===== config.mk =====
export PLATFORM = sky130hd
export DESIGN_NAME = pio_led_ctrl
export DESIGN_NICKNAME = d
export VERILOG_FILES = /design/src/rtl/pio_led_ctrl.sv
export SDC_FILE = /design/constraint.sdc
export NUM_CORES = 1
export LEC_CHECK = 0
export CAP_MARGIN = 20
export CORE_MARGIN = 2
export CORE_UTILIZATION = 40
export CTS_CLUSTER_DIAMETER = 60
export CTS_CLUSTER_SIZE = 10
export DETAILED_ROUTE_END_ITERATION = 8
export GPL_TIMING_DRIVEN = 0
export PLACE_DENSITY = 0.57
export SLEW_MARGIN = 20
export SYNTH_ARGS = -nofsm -noshare
export SYNTH_HDL_FRONTEND = slang
export SYNTH_SLANG_ARGS = --single-unit

===== constraint.sdc =====
create_clock -name clk_u59 -period 5.3 [get_ports clk_u59]
set_input_delay 1.06 -clock clk_u59 [delete_from_list [all_inputs] [get_ports clk_u59]]
set_output_delay 1.06 -clock clk_u59 [all_outputs]
set_load 0.02 [all_outputs]

===== src/rtl/pio_led_ctrl.sv =====
// pio_led_ctrl: LED pattern engine (static / blink / chase / PWM dim) driven by the host PIO export.
// Build option: define PIO_LED_PWM_EN to make mode 11 a PWM dimmer; otherwise mode 11 decodes as static.
module pio_led_ctrl #(
   parameter int unsigned TICK_DIV = 25_000_000,
   parameter int unsigned PWM_BITS = 6
) (
   input  logic       clk_u59,
   input  logic       rst_n,
   input  logic [7:0] pio_value,
   output logic [7:0] leds,
   output logic       mode_chg
);

   // mode | meaning
   // 00   | STATIC: pattern bits shown directly
   // 01   | BLINK : pattern toggles on/off every tick
   // 10   | CHASE : single lit LED walks 0..7 every tick
   // 11   | PWM   : all LEDs dimmed by duty (static when PWM is not built)
   typedef enum logic [1:0] {
      MODE_STATIC = 2'b00,
      MODE_BLINK  = 2'b01,
      MODE_CHASE  = 2'b10,
      MODE_PWM    = 2'b11
   } mode_e;

   localparam logic [31:0] TICK_LAST = 32'(TICK_DIV - 1);

   logic [7:0]          pio_q;
   logic [7:0]          pio_prev;
   logic [31:0]         tick_cnt;
   logic                phase;
   logic [2:0]          pos;
   logic                chg;
   logic                tick;
   mode_e               mode;
   logic [PWM_BITS-1:0] pat;
   logic [7:0]          leds_static;
   logic                phase_eff;
   logic [2:0]          pos_eff;
   logic [7:0]          leds_nxt;

   assign chg         = (pio_q != pio_prev);
   assign tick        = (tick_cnt == TICK_LAST) && !chg;
   assign mode        = mode_e'(pio_q[7:6]);
   assign pat         = pio_q[PWM_BITS-1:0];
   assign leds_static = {{(8 - PWM_BITS){1'b0}}, pat};

   // On a change the new mode is shown at once, using the values the counters are cleared to.
   assign phase_eff = chg | phase;
   assign pos_eff   = chg ? 3'd0 : pos;

`ifdef PIO_LED_PWM_EN
   logic [PWM_BITS-1:0] pwm_cnt;
   logic [PWM_BITS-1:0] pwm_eff;
   logic                pwm_on;

   assign pwm_eff = chg ? '0 : pwm_cnt;
   assign pwm_on  = (pwm_eff < pat);

   always_ff @(posedge clk_u59) begin
      if (!rst_n) begin
         pwm_cnt <= '0;
      end else if (chg) begin
         pwm_cnt <= '0;
      end else begin
         pwm_cnt <= pwm_cnt + 1'b1;
      end
   end
`endif

   always_comb begin
      leds_nxt = leds_static;
      case (mode)
         MODE_BLINK: leds_nxt = phase_eff ? leds_static : 8'h00;
         MODE_CHASE: leds_nxt = 8'h01 << pos_eff;
`ifdef PIO_LED_PWM_EN
         MODE_PWM:   leds_nxt = pwm_on ? 8'hFF : 8'h00;
`endif
         default:    leds_nxt = leds_static;
      endcase
   end

   always_ff @(posedge clk_u59) begin
      if (!rst_n) begin
         pio_q    <= 8'h00;
         pio_prev <= 8'h00;
         tick_cnt <= '0;
         phase    <= 1'b1;
         pos      <= 3'd0;
         leds     <= 8'h00;
         mode_chg <= 1'b0;
      end else begin
         pio_q    <= pio_value;
         pio_prev <= pio_q;
         leds     <= leds_nxt;
         mode_chg <= chg;

         if (chg || tick) begin
            tick_cnt <= '0;
         end else begin
            tick_cnt <= tick_cnt + 32'd1;
         end

         if (chg) begin
            phase <= 1'b1;
         end else if (tick && mode == MODE_BLINK) begin
            phase <= ~phase;
         end

         if (chg) begin
            pos <= 3'd0;
         end else if (tick && mode == MODE_CHASE) begin
            pos <= pos + 3'd1;
         end
      end
   end

endmodule


; Word-level counts from Yosys, hierarchy flattened
; Index checks and enable logic that the tools add are counted.
[totals]
reg_bits = 61
in_bits = 10
elab_cells = 27
output_inout_bits = 9
[classes]
bitwise_logic = 3
shifts = 1
addsub = 2
muxes = 3
n_reduce_logical = 7
eq_ne = 4
[ops]
columns = op, n
row1 = "adder 32 x 1 -> 32 bit, second input constant", 1
row2 = "equality test 32 x 25 -> 1 bit, second input constant", 1
row3 = case mux 8 bit (2 select lines), 1
row4 = != test 8 bit, 1
row5 = "<< shifter 1 x 3 -> 8 bit, first input constant", 1
row6 = two-way mux 6 bit, 1
row7 = OR reduction 2 bit, 2
row8 = "adder 3 x 1 -> 3 bit, second input constant", 1
row9 = logical AND 1 bit, 3
row10 = two-way mux 3 bit, 1
row11 = "equality test 2 x 1 -> 1 bit, second input constant", 1
row12 = "equality test 2 bit, second input constant", 1
row13 = inverter 1 bit, 2
row14 = logical NOT 1 bit, 1
row15 = logical OR 1 bit, 1
row16 = OR 1 bit, 1

; Longest topological paths before layout
; Gate-level depths: netlist (run 1).
[depth]
depth_word = 5
ltp_mapped = 7

; Worst setup path after synthesis (run 1)
; OpenSTA, ideal clock, no wires.
[synth_path]
kind = reg-to-reg
startpoint = register tick_cnt[27]
endpoint = register tick_cnt[28]
path_buffers = 2
t_required_ns = 5.166
t_arrival_ns = 1.944
synth_period_minus_slack_ns = 2.079
slack_ns = 3.221
stages_incl_launch_ff = 7
cell_sequence = dfxtp_1 > clkbuf_1 > or4_1 > or4_1 > nor3_2 > buf_2 > a211oi_1
[synth_via]
elab_chain_cells = 4
elab_cells_between_ends = 5
cone_classes = add/sub: 1 / eq/ne: 1 / reduce/logical: 3
[synth_lines]
columns = item, line_no
row1 = start: declaration, 30  ; logic [31:0] tick_cnt;
row2 = start signal: assignment, 101  ; tick_cnt <= tick_cnt + 32'd1;
row3 = "parallel branches: the longest is 4 deep, another holds adder 32 x 1 -> 32 bit", --
; Several ways; the timed one is not identified.
; A chain may end at the register's enable or synchronous reset.

; Worst setup path after layout (run 1)
[layout_path]
startpoint = register tick_cnt[27]
endpoint = register tick_cnt[5]
[layout_via]
elab_chain_cells = 4
[layout_lines]
columns = item, line_no
row1 = equality test 32 x 25 -> 1 bit, 43  ; assign tick = (tick_cnt == TICK_LAST) && !chg;
row2 = logical AND 1 bit, 43
row3 = logical OR 1 bit, 98  ; if (chg || tick) begin
row4 = OR reduction 2 bit (no line), --
; Every way passes these cells.

==> results of run 1 <==
==> through the flow <==
step           instances  cell area (sq um)  hold WS, ns  utilization
2_1_floorplan        298               2790        0.432            -
3_3_place_gp         396               3070        0.454        0.455
3_5_place_dp         396               3080        0.454        0.456
4_1_cts              411               3280        0.466        0.486
5_1_grt              411               3280        0.484        0.486
6_report             411               3280        0.464        0.486
==> placed cells by master, fill, tap and decap left out, types with 2 or more instances in the layout <==
cell type / Yosys / layout
a211oi_1: 13 / 13
a211oi_2: 3 / 3
a21oi_1: 2 / 2
a22o_1: 2 / 2
a31o_2: 3 / 3
a32o_1: 2 / 2
and2_1: 17 / 17
and3_1: 2 / 2
and4_1: 3 / 3
buf_2: 6 / 6
clkbuf_1: 11 / 11
clkbuf_8: 0 / 11
clkdlybuf4s50_1: 0 / 18
clkinv_2: 0 / 2
dfxtp_1: 61 / 61
ha_1: 4 / 4
inv_1: 6 / 6
nand2_1: 17 / 17
nand2b_1: 3 / 3
nand3_1: 12 / 12
nand4_1: 10 / 10
nand4_2: 2 / 2
nand4b_1: 4 / 4
nor2_1: 7 / 7
nor3_1: 21 / 21
nor4_1: 12 / 10
nor4_2: 0 / 2
nor4b_1: 3 / 3
o21ai_0: 4 / 4
o2bb2ai_1: 2 / 2
o31ai_1: 10 / 10
or3_1: 6 / 6
or4_1: 11 / 11
or4bb_1: 2 / 2
xnor2_1: 10 / 10
xor2_1: 12 / 12
==> area by class of cell <==
cell class                 instances  area [sq um]
tap                               80           100
clock inverter                     4          47.5
multi-input combinational        213          1490
inverter                           6          22.5
fill                             638          3470
clock buffer                      11           151
timing repair buffer              18           180
buffer                            18          75.1
sequential                        61          1220
==> final timing paths <==
path	start	endpoint	slack (ns)	cells after the start
setup reg to reg	tick_cnt[27]$_SDFF_PP0_	tick_cnt[5]$_SDFF_PP0_	2.81	6
hold reg to reg	tick_cnt[0]$_SDFF_PP0_	tick_cnt[0]$_SDFF_PP0_	0.46	1
hold / removal	tick_cnt[0]$_SDFF_PP0_	tick_cnt[0]$_SDFF_PP0_	0.46	1
setup / recovery	tick_cnt[27]$_SDFF_PP0_	tick_cnt[5]$_SDFF_PP0_	2.81	6
==> metal layers <==
metal / vias up / part of all wire
li1: 1183 / -
met1: 1130 / 0.52
met2: 55 / 0.42
met3: 8 / 0.043
met4: 0 / 0.017
met5: - / 0
==> power by group through the flow <==
stage	registers, uW	clock network [uW]	logic (uW)
after CTS	471	426	44.8
after detailed placement	481	0	44.5
after floorplan	484	0	21.3
after global routing	471	446	49.3
final	471	416	44.5
after global placement	481	0	43.2
==> cells by family after synthesis <==
logic type      synth area share
simple gates               0.304
buf+inv                   0.0350
fa+ha+maj                 0.0179
flops                      0.437
xor+xnor                  0.0690
mux                      0.00359
compound gates             0.133
==> registers in the layout, indices dropped and copies added (netlist names) <==
signal,count
tick_cnt,32
leds,8
pio_prev,8
pio_q,8
pos,3
mode_chg,1
phase,1
==> worst max-delay path, stage by stage (launching register included) <==
cell and delay (ns):
dfxtp_1 0.30, clkbuf_1 0.20, or4_1 0.55, or4_1 0.51, nor3_2 0.38, buf_2 0.33, nor3_1 0.08
==> metrics.csv, run 1 <==
metric;value;unit
status;complete, no violations;
Die Ht;87.5;um
flops & latches, synth;61;
Sw Ratio;0.220;
post-synth cell types;47;
Internal;726;uW
Max Freq;0.402;GHz
CTS root buf;clkbuf_8;
post-synth top area cell;dfxtp_1;
worst path arrival time;2.69;ns
hold_buf cts;0;
cts repair resizes;0;
CTS HTree Levels;3;
CP Max Fanout;10;
CP endpoint kind;flip-flop;
clock slew at the register clock pins of the worst setup and hold paths;0.06;ns
syn nets;312;
Final nets;341;
Max IR drop VDD;0.000119;V
Pwr Total;932;uW
Routed WL;6180;um
Final Skew;0.00524;ns
die width;87.5;um
Placer Congestion;0.801;
Max Cap Viol;0;
Syn-to-layout area delta;17.6;%
vias in the first global route;2207;
Max Slew Vio Count;0;
count leader, synth;dfxtp_1;
final setup margin;2.81;ns
clock sinks;61;
Crit Path Category;flip-flop to flip-flop;
Most used DFF post-synth;dfxtp_1;
Leakage;0.00101;uW
core area;6760;sq um
Max Root-Sink Buffers;2;
row count;30;
Starting Density;0.413;
post-synthesis sequential area ratio;0.437;
Clock power frac;0.447;
Post-synth EDFFs;0;
Clock Latency Late Sink;0.34;ns
CTS buffer count;9;
Total GRT Usage;0.183;
Slew HR;0.349;
CP required;5.50;ns
async set or reset register ratio after synthesis;0;
vias;2376;
met1 usage;0.276;
logic gate share of total power;0.048;
layout cell share with drive strength beyond 1;0.106;
I/O Pins;19;
average via count per standard cell;5.78;
PortBufs;18;
part of the power in registers;0.505;
class of the worst hold path;flip-flop to flip-flop;
PwrDens;284;nW/um^2
Final min period;2.49;ns
startpoint types;flip-flop;
initial antenna violation count;0;
first-pass GRT wire length;10900;um
DRC errors left;0;
Total Neg Setup Slack;0;ns
Post-Syn Area;2790;sq um
die area;7660;sq um
unrepaired setup endpoints after global routing;no;
worst slew pin tran;0.968;ns
First-pass DRT Iterations;4;
met3 GRT Util;0.0349;
post-DP HPWL;4430;um
Switch Pwr;205;uW
# setup viols final;0;
CTS tree;built;
Commonest cells post-synth;dfxtp_1 (61), nor3_1 (21), and2_1 (17), nand2_1 (17), a211oi_1 (13);
grt ovf;0;
wire length per cell;15.0;um
Post-Syn Area per Cell;9.37;sq um
top cells by area, synth;dfxtp_1 (44%), and2_1 (3.8%), nor3_1 (3.8%);
global routing met2 resource utilization;0.249;
Syn. warnings;0;
largest net degree at the start of global routing;11;
drt first-iter violations;199;
post-route ant nets;0;
post-CTS setup buffers;0;
period utilization;0.469;
Syn Inst Count;298;
Synth top area share;0.437;
GR peak layer;met1;
final count of hold timing violations;0;
post-place setup slack;2.73;ns
n_diodes;0;
Note: power is estimated with default switching activity, not from simulation.
==> inputs of run 2 (changes only) <==
==> constraint.sdc (replaced) <==
create_clock -name clk_u59 -period 2.3 [get_ports clk_u59]
set_input_delay 0.46 -clock clk_u59 [delete_from_list [all_inputs] [get_ports clk_u59]]
set_output_delay 0.46 -clock clk_u59 [all_outputs]
set_load 0.02 [all_outputs]
==> run 2 against run 1 <==
  * Sequential power is 130% higher
  * Die area stayed put
  * Cell count is 0.24% higher
  * Total power is 130% higher
  * Cell area is 2.9% higher
  * Critical path type unchanged
  * Highest routed layer unchanged
  * Combinational power is 140% higher
  * Routed wire length is 0.63% higher
  * Core utilization is 1.4 points higher
  * Maximum frequency is 13% higher
  * Largest cell class unchanged
==> metrics.csv, run 2 (same netlist as run 1, synthesis figures left out) <==
metric;value;unit;change
Final nets;342;;+0.29%
die area;7660;sq um;unchanged
most common cell after layout, fill and taps aside;dfxtp_1;;
CTS tree;built;;
Routed WL;6220;um;+0.63%
PwrDens;636;nW/um^2;+120%
Syn-to-layout area delta;21.1;%;
Leakage;0.00106;uW;+5.4%
Total GRT Usage;0.184;;+0.000821
CP startpoint;tick_cnt[13]$_SDFF_PP0_;;
most frequent cells in the layout;dfxtp_1 (57), nor3_1 (21), clkdlybuf4s50_1 (18);;
hold_sp;tick_cnt[0]$_SDFF_PP0_;;
wire length per cell;15.1;um;+0.39%
n_diodes;0;;unchanged
CTS buffer count;9;;unchanged
Biggest register;tick_cnt;;
CP Max Fanout;10;;unchanged
DRC errors left;0;;unchanged
Final Skew;0.00659;ns;+0.00135 ns
final count of hold timing violations;0;;unchanged
share of the core filled with cells;0.500;;+0.0143
grt ovf;0;;unchanged
Max Freq;0.456;GHz;+13%
Max Slew Vio Count;0;;unchanged
PortBufs;18;;unchanged
Die Ht;87.5;um;unchanged
area of the multi-input gates;1540;sq um;+3.8%
status;complete, no violations;;
worst slew pin tran;0.732;ns;-0.237 ns
vias in the first global route;2217;;+0.45%
RR Startpoint;tick_cnt[13]$_SDFF_PP0_;;
max FFs per register;32;;unchanged
Max IR drop VDD;0.000273;V;+130%
post-DP HPWL;4430;um;unchanged
class of the worst hold path;flip-flop to flip-flop;;
Clock Latency Late Sink;0.34;ns;about the same
layout cell share with drive strength beyond 1;0.148;;+0.0419
initial antenna violation count;0;;unchanged
Crit Path Category;flip-flop to flip-flop;;
Placer Congestion;0.801;;unchanged
CTS HTree Levels;3;;unchanged
drt first-iter violations;203;;+2.0%
period utilization;0.954;;+0.485
Max Cap Viol;0;;unchanged
hold_buf cts;0;;unchanged
Max Root-Sink Buffers;2;;unchanged
clock slew at the register clock pins of the worst setup and hold paths;0.06;ns;about the same
first-pass GRT wire length;11000;um;+0.45%
# setup viols final;0;;unchanged
I/O Pins;19;;unchanged
Fill cells;629;;-1.4%
clock sinks;61;;unchanged
largest net degree at the start of global routing;11;;unchanged
CTS root buf;clkbuf_8;;
CP required;2.55;ns;-2.95 ns
row count;30;;unchanged
vias;2364;;-0.51%
die width;87.5;um;unchanged
worst path arrival time;2.45;ns;-0.24 ns
average via count per standard cell;5.74;;-0.75%
First-pass DRT Iterations;4;;unchanged
register area;1230;sq um;+0.41%
Fin Hold WS;0.484;ns;+0.0196 ns
core area;6760;sq um;unchanged
Slew HR;0.508;;+0.160
Final min period;2.19;ns;-0.293 ns
post-route ant nets;0;;unchanged
Starting Density;0.413;;unchanged
CP endpoint kind;flip-flop;;
startpoint types;flip-flop;;
## run 2: what timing repair did
item                                   4_1_cts  5_1_grt
buffers inserted                             4        0
pin swaps                                    1        1
setup endpoints to repair                   30       35
endpoints found under the hold margin        0        0
gates resized for setup                      7       13
## run 2: layout make-up
cell class                      count  area share
Inverter                            6     0.00666
Tap cell                           80      0.0296
Sequential cell                    61       0.363
Multi-Input combinational cell    213       0.456
Clock inverter                      4      0.0141
Buffer                             15      0.0237
Timing Repair Buffer               22      0.0622
Clock buffer                       11      0.0448
## run 2: path summary, 6_finish.rpt
path	endpoint	slack (ns)	depth (start not counted)
hold / removal	tick_cnt[0]$_SDFF_PP0_	0.48	1
setup reg to reg	tick_cnt[17]$_SDFF_PP0_	0.11	6
setup / recovery	tick_cnt[17]$_SDFF_PP0_	0.11	6
hold reg to reg	tick_cnt[0]$_SDFF_PP0_	0.48	1
## run 2: power by group
group | internal (uW) | switching, uW
combinational | 50.0 | 56.0
clock | 549 | 408
sequential | 1080 | 9.12
## run 2: metrics by stage
stage	cell area [sq um]	power (uW)	setup TNS (ns)	instances	setup WS, ns
2_1_floorplan	2790	1160	0	298	0.221
3_3_place_gp	3070	1210	-7.44	396	-0.279
3_5_place_dp	3080	1210	-4.27	396	-0.167
4_1_cts	3340	2170	0	414	0.00446
5_1_grt	3380	2230	-0.00219	412	-0.00219
6_report	3380	2150	0	412	0.105
## run 2: layer usage
metal  track usage  part of all wire
met5             0                 0
met4        0.0867             0.017
met3        0.0349             0.041
met1         0.276              0.51
met2         0.250              0.43
## run 2: critical path, cell delays in order, from the launching register on
cell	delay, ns
dfxtp_1	0.41
nand4_4	0.18
or4_1	0.57
clkbuf_1	0.19
buf_2	0.23
or3_1	0.32
a211oi_1	0.22
==> inputs of run 3 (changes only) <==
--- a/config.mk
+++ b/config.mk
@@ -7,12 +7,12 @@
 export LEC_CHECK = 0
 export CAP_MARGIN = 20
 export CORE_MARGIN = 2
-export CORE_UTILIZATION = 40
+export CORE_UTILIZATION = 55
 export CTS_CLUSTER_DIAMETER = 60
 export CTS_CLUSTER_SIZE = 10
 export DETAILED_ROUTE_END_ITERATION = 8
 export GPL_TIMING_DRIVEN = 0
-export PLACE_DENSITY = 0.57
+export PLACE_DENSITY = 0.74
 export SLEW_MARGIN = 20
 export SYNTH_ARGS = -nofsm -noshare
 export SYNTH_HDL_FRONTEND = slang
==> run 3 against run 2 <==
  * Worst hold slack improved by 0.0044 ns
  * Die area decreased by 26%
  * Cell count decreased by 2.7%
  * Clock skew increased by 0.0011 ns
  * Cell area increased by 1.2%
  * Setup slack got worse by 0.064 ns
  * Total power increased by 9.1%
  * Combinational power increased by 6%
==> metrics.csv, run 3 (same netlist as run 1, synthesis figures left out) <==
metric;value;unit;change
clock slew at the register clock pins of the worst setup and hold paths;0.07;ns;about the same
CTS root buf;clkbuf_8;;
Leakage;0.00108;uW;+1.6%
post-route ant nets;0;;unchanged
reg-to-reg endpoint;tick_cnt[26]$_SDFF_PP0_;;
die width;75.2;um;-14%
startpoint types;flip-flop;;
Switch Pwr;497;uW;+5.0%
initial antenna violation count;0;;unchanged
worst-path cell chain;ha_4 -> nand2_1 -> or3_1 -> buf_2 -> or4_1 -> a211oi_1;;
Clock Latency Late Sink;0.34;ns;about the same
Syn-to-layout area delta;22.5;%;
CTS tree;built;;
logic gate share of total power;0.048;;about the same
most frequent cells in the layout;dfxtp_1 (53), nor3_1 (21), clkdlybuf4s50_1 (18);;
post-place setup slack;-0.219;ns;-0.0522 ns
CP Max Fanout;10;;unchanged
vias in the first global route;2262;;+2.0%
Clock power frac;0.489;;+0.043
final setup margin;0.0416;ns;-0.0639 ns
final count of hold timing violations;0;;unchanged
status;complete, no violations;;
Die Ht;75.2;um;-14%
Slew HR;0.447;;-0.0607
Starting Density;0.579;;+0.166
layout cell share with drive strength beyond 1;0.153;;+0.00510
Sw Ratio;0.212;;-0.00828
first-pass GRT wire length;10800;um;-1.9%
RR Startpoint;tick_cnt[1]$_SDFF_PP0_;;
Internal;1850;uW;+10%
worst slew pin tran;0.821;ns;+0.0896 ns
largest net degree at the start of global routing;12;;+1
Placer Congestion;0.825;;+3.0%
DRC errors left;0;;unchanged
average via count per standard cell;6.15;;+7.3%
Routed WL;6690;um;+7.5%
part of the power in registers;0.463;;-0.042
post-DP HPWL;4370;um;-1.4%
share of the core filled with cells;0.710;;+0.210
Biggest register;tick_cnt;;
Max Freq;0.443;GHz;-2.8%
clock sinks;61;;unchanged
max FFs per register;32;;unchanged
class of the worst hold path;flip-flop to flip-flop;;
Final nets;343;;+0.29%
Total Neg Setup Slack;0;ns;unchanged
CP required;2.55;ns;about the same
hold_buf cts;0;;unchanged
I/O Pins;19;;unchanged
CP endpoint kind;flip-flop;;
CTS HTree Levels;3;;unchanged
drt first-iter violations;264;;+30%
CP peak stage delay;0.50;ns;-0.07 ns
most common cell after layout, fill and taps aside;dfxtp_1;;
CP startpoint;tick_cnt[1]$_SDFF_PP0_;;
Final min period;2.26;ns;+0.0639 ns
period utilization;0.982;;+0.0278
Total GRT Usage;0.249;;+0.0657
Max IR drop VDD;0.000504;V;+85%
reg2reg path depth;6;;unchanged
Stages on worst setup path;6;;unchanged
grt ovf;0;;unchanged
core area;4820;sq um;-29%
Max Cap Viol;0;;unchanged
critical path's top delay family;simple AND/OR/NAND/NOR gates;;
PwrDens;685;nW/um^2;+7.8%
wire length per cell;16.7;um;+10%
Fin Hold WS;0.488;ns;+0.00440 ns
CTS buffer count;9;;unchanged
die area;5660;sq um;-26%
Max Slew Vio Count;0;;unchanged
Max Root-Sink Buffers;2;;unchanged
Crit Path Category;flip-flop to flip-flop;;
row count;25;;-17%
Max stage delay cell, worst path;or4_1;;
Worst R2R Setup Slack;0.04;ns;-0.06 ns
Final Skew;0.00765;ns;+0.00106 ns
critical path endpoint;tick_cnt[26]$_SDFF_PP0_;;
# setup viols final;0;;unchanged
vias;2468;;+4.4%
n_diodes;0;;unchanged
Worst Path Buf+Inv;1;;-1
PortBufs;18;;unchanged
worst path arrival time;2.51;ns;+0.06 ns
First-pass DRT Iterations;4;;unchanged
-- run 3: cell count changes in the layout (fill, tap and decap cells not counted), moves of 2 or more --
cell / previous run / this run
bufinv_16: 1 / 3
dfxtp_2: 4 / 8
clkbuf_1: 7 / 9
dfxtp_1: 57 / 53
nor4_2: 3 / 1
clkbuf_8: 11 / 9
-- run 3: timing repair --
action / 4_1_cts / 5_1_grt
setup buffers: 4 / 0
pin swaps: 1 / 0
endpoints found under the setup margin: 41 / 32
gates resized for setup: 9 / 18
-- run 3: worst min-delay path by stage --
stage | to | startpoint | cells past startpoint | slack [ns]
6_report | tick_cnt[0]$_SDFF_PP0_ | tick_cnt[0]$_SDFF_PP0_ | 1 | 0.49
5_1_grt | tick_cnt[0]$_SDFF_PP0_ | tick_cnt[0]$_SDFF_PP0_ | 1 | 0.50
4_1_cts | tick_cnt[0]$_SDFF_PP0_ | tick_cnt[0]$_SDFF_PP0_ | 1 | 0.48
3_5_place_dp | tick_cnt[0]$_SDFF_PP0_ | tick_cnt[0]$_SDFF_PP0_ | 1 | 0.47
3_3_place_gp | tick_cnt[0]$_SDFF_PP0_ | tick_cnt[0]$_SDFF_PP0_ | 1 | 0.45
2_1_floorplan | tick_cnt[0]$_SDFF_PP0_ | tick_cnt[0]$_SDFF_PP0_ | 1 | 0.43
-- run 3: stage by stage --
stage	instance area, sq um	instances	power [uW]
floorplan	2790	298	1160
global placement	3060	383	1210
detailed placement	3060	383	1210
CTS	3360	402	2340
global route	3420	401	2410
finish	3420	401	2340
-- run 3: layer usage --
| layer | global-route usage | wire (um) | share of wire |
|---|---|---|---|
| met5 | 0 | 0 | 0 |
| met4 | 0.127 | 132 | 0.020 |
| met3 | 0.0576 | 356 | 0.053 |
| met2 | 0.359 | 3120 | 0.47 |
| met1 | 0.350 | 3080 | 0.46 |
-- run 3: area by class of cell --
type                    count  area, sq um
flip-flops and latches     61         1230
repair buffers             22          210
inverters                   6         22.5
clock inverters             6          111
clock buffers              10          128
well taps                  67         83.8
multi-input cells         213         1550
fillers                   395         1400
plain buffers              16         83.8
-- run 3: power by group through the flow --
| stage | Clock (uW) | Combinational, uW | Sequential (uW) |
|---|---|---|---|
| 2_1_floorplan | 0 | 49.1 | 1120 |
| 3_3_place_gp | 0 | 97.0 | 1110 |
| 3_5_place_dp | 0 | 98.2 | 1110 |
| 4_1_cts | 1160 | 104 | 1090 |
| 5_1_grt | 1200 | 121 | 1090 |
| 6_report | 1150 | 112 | 1090 |
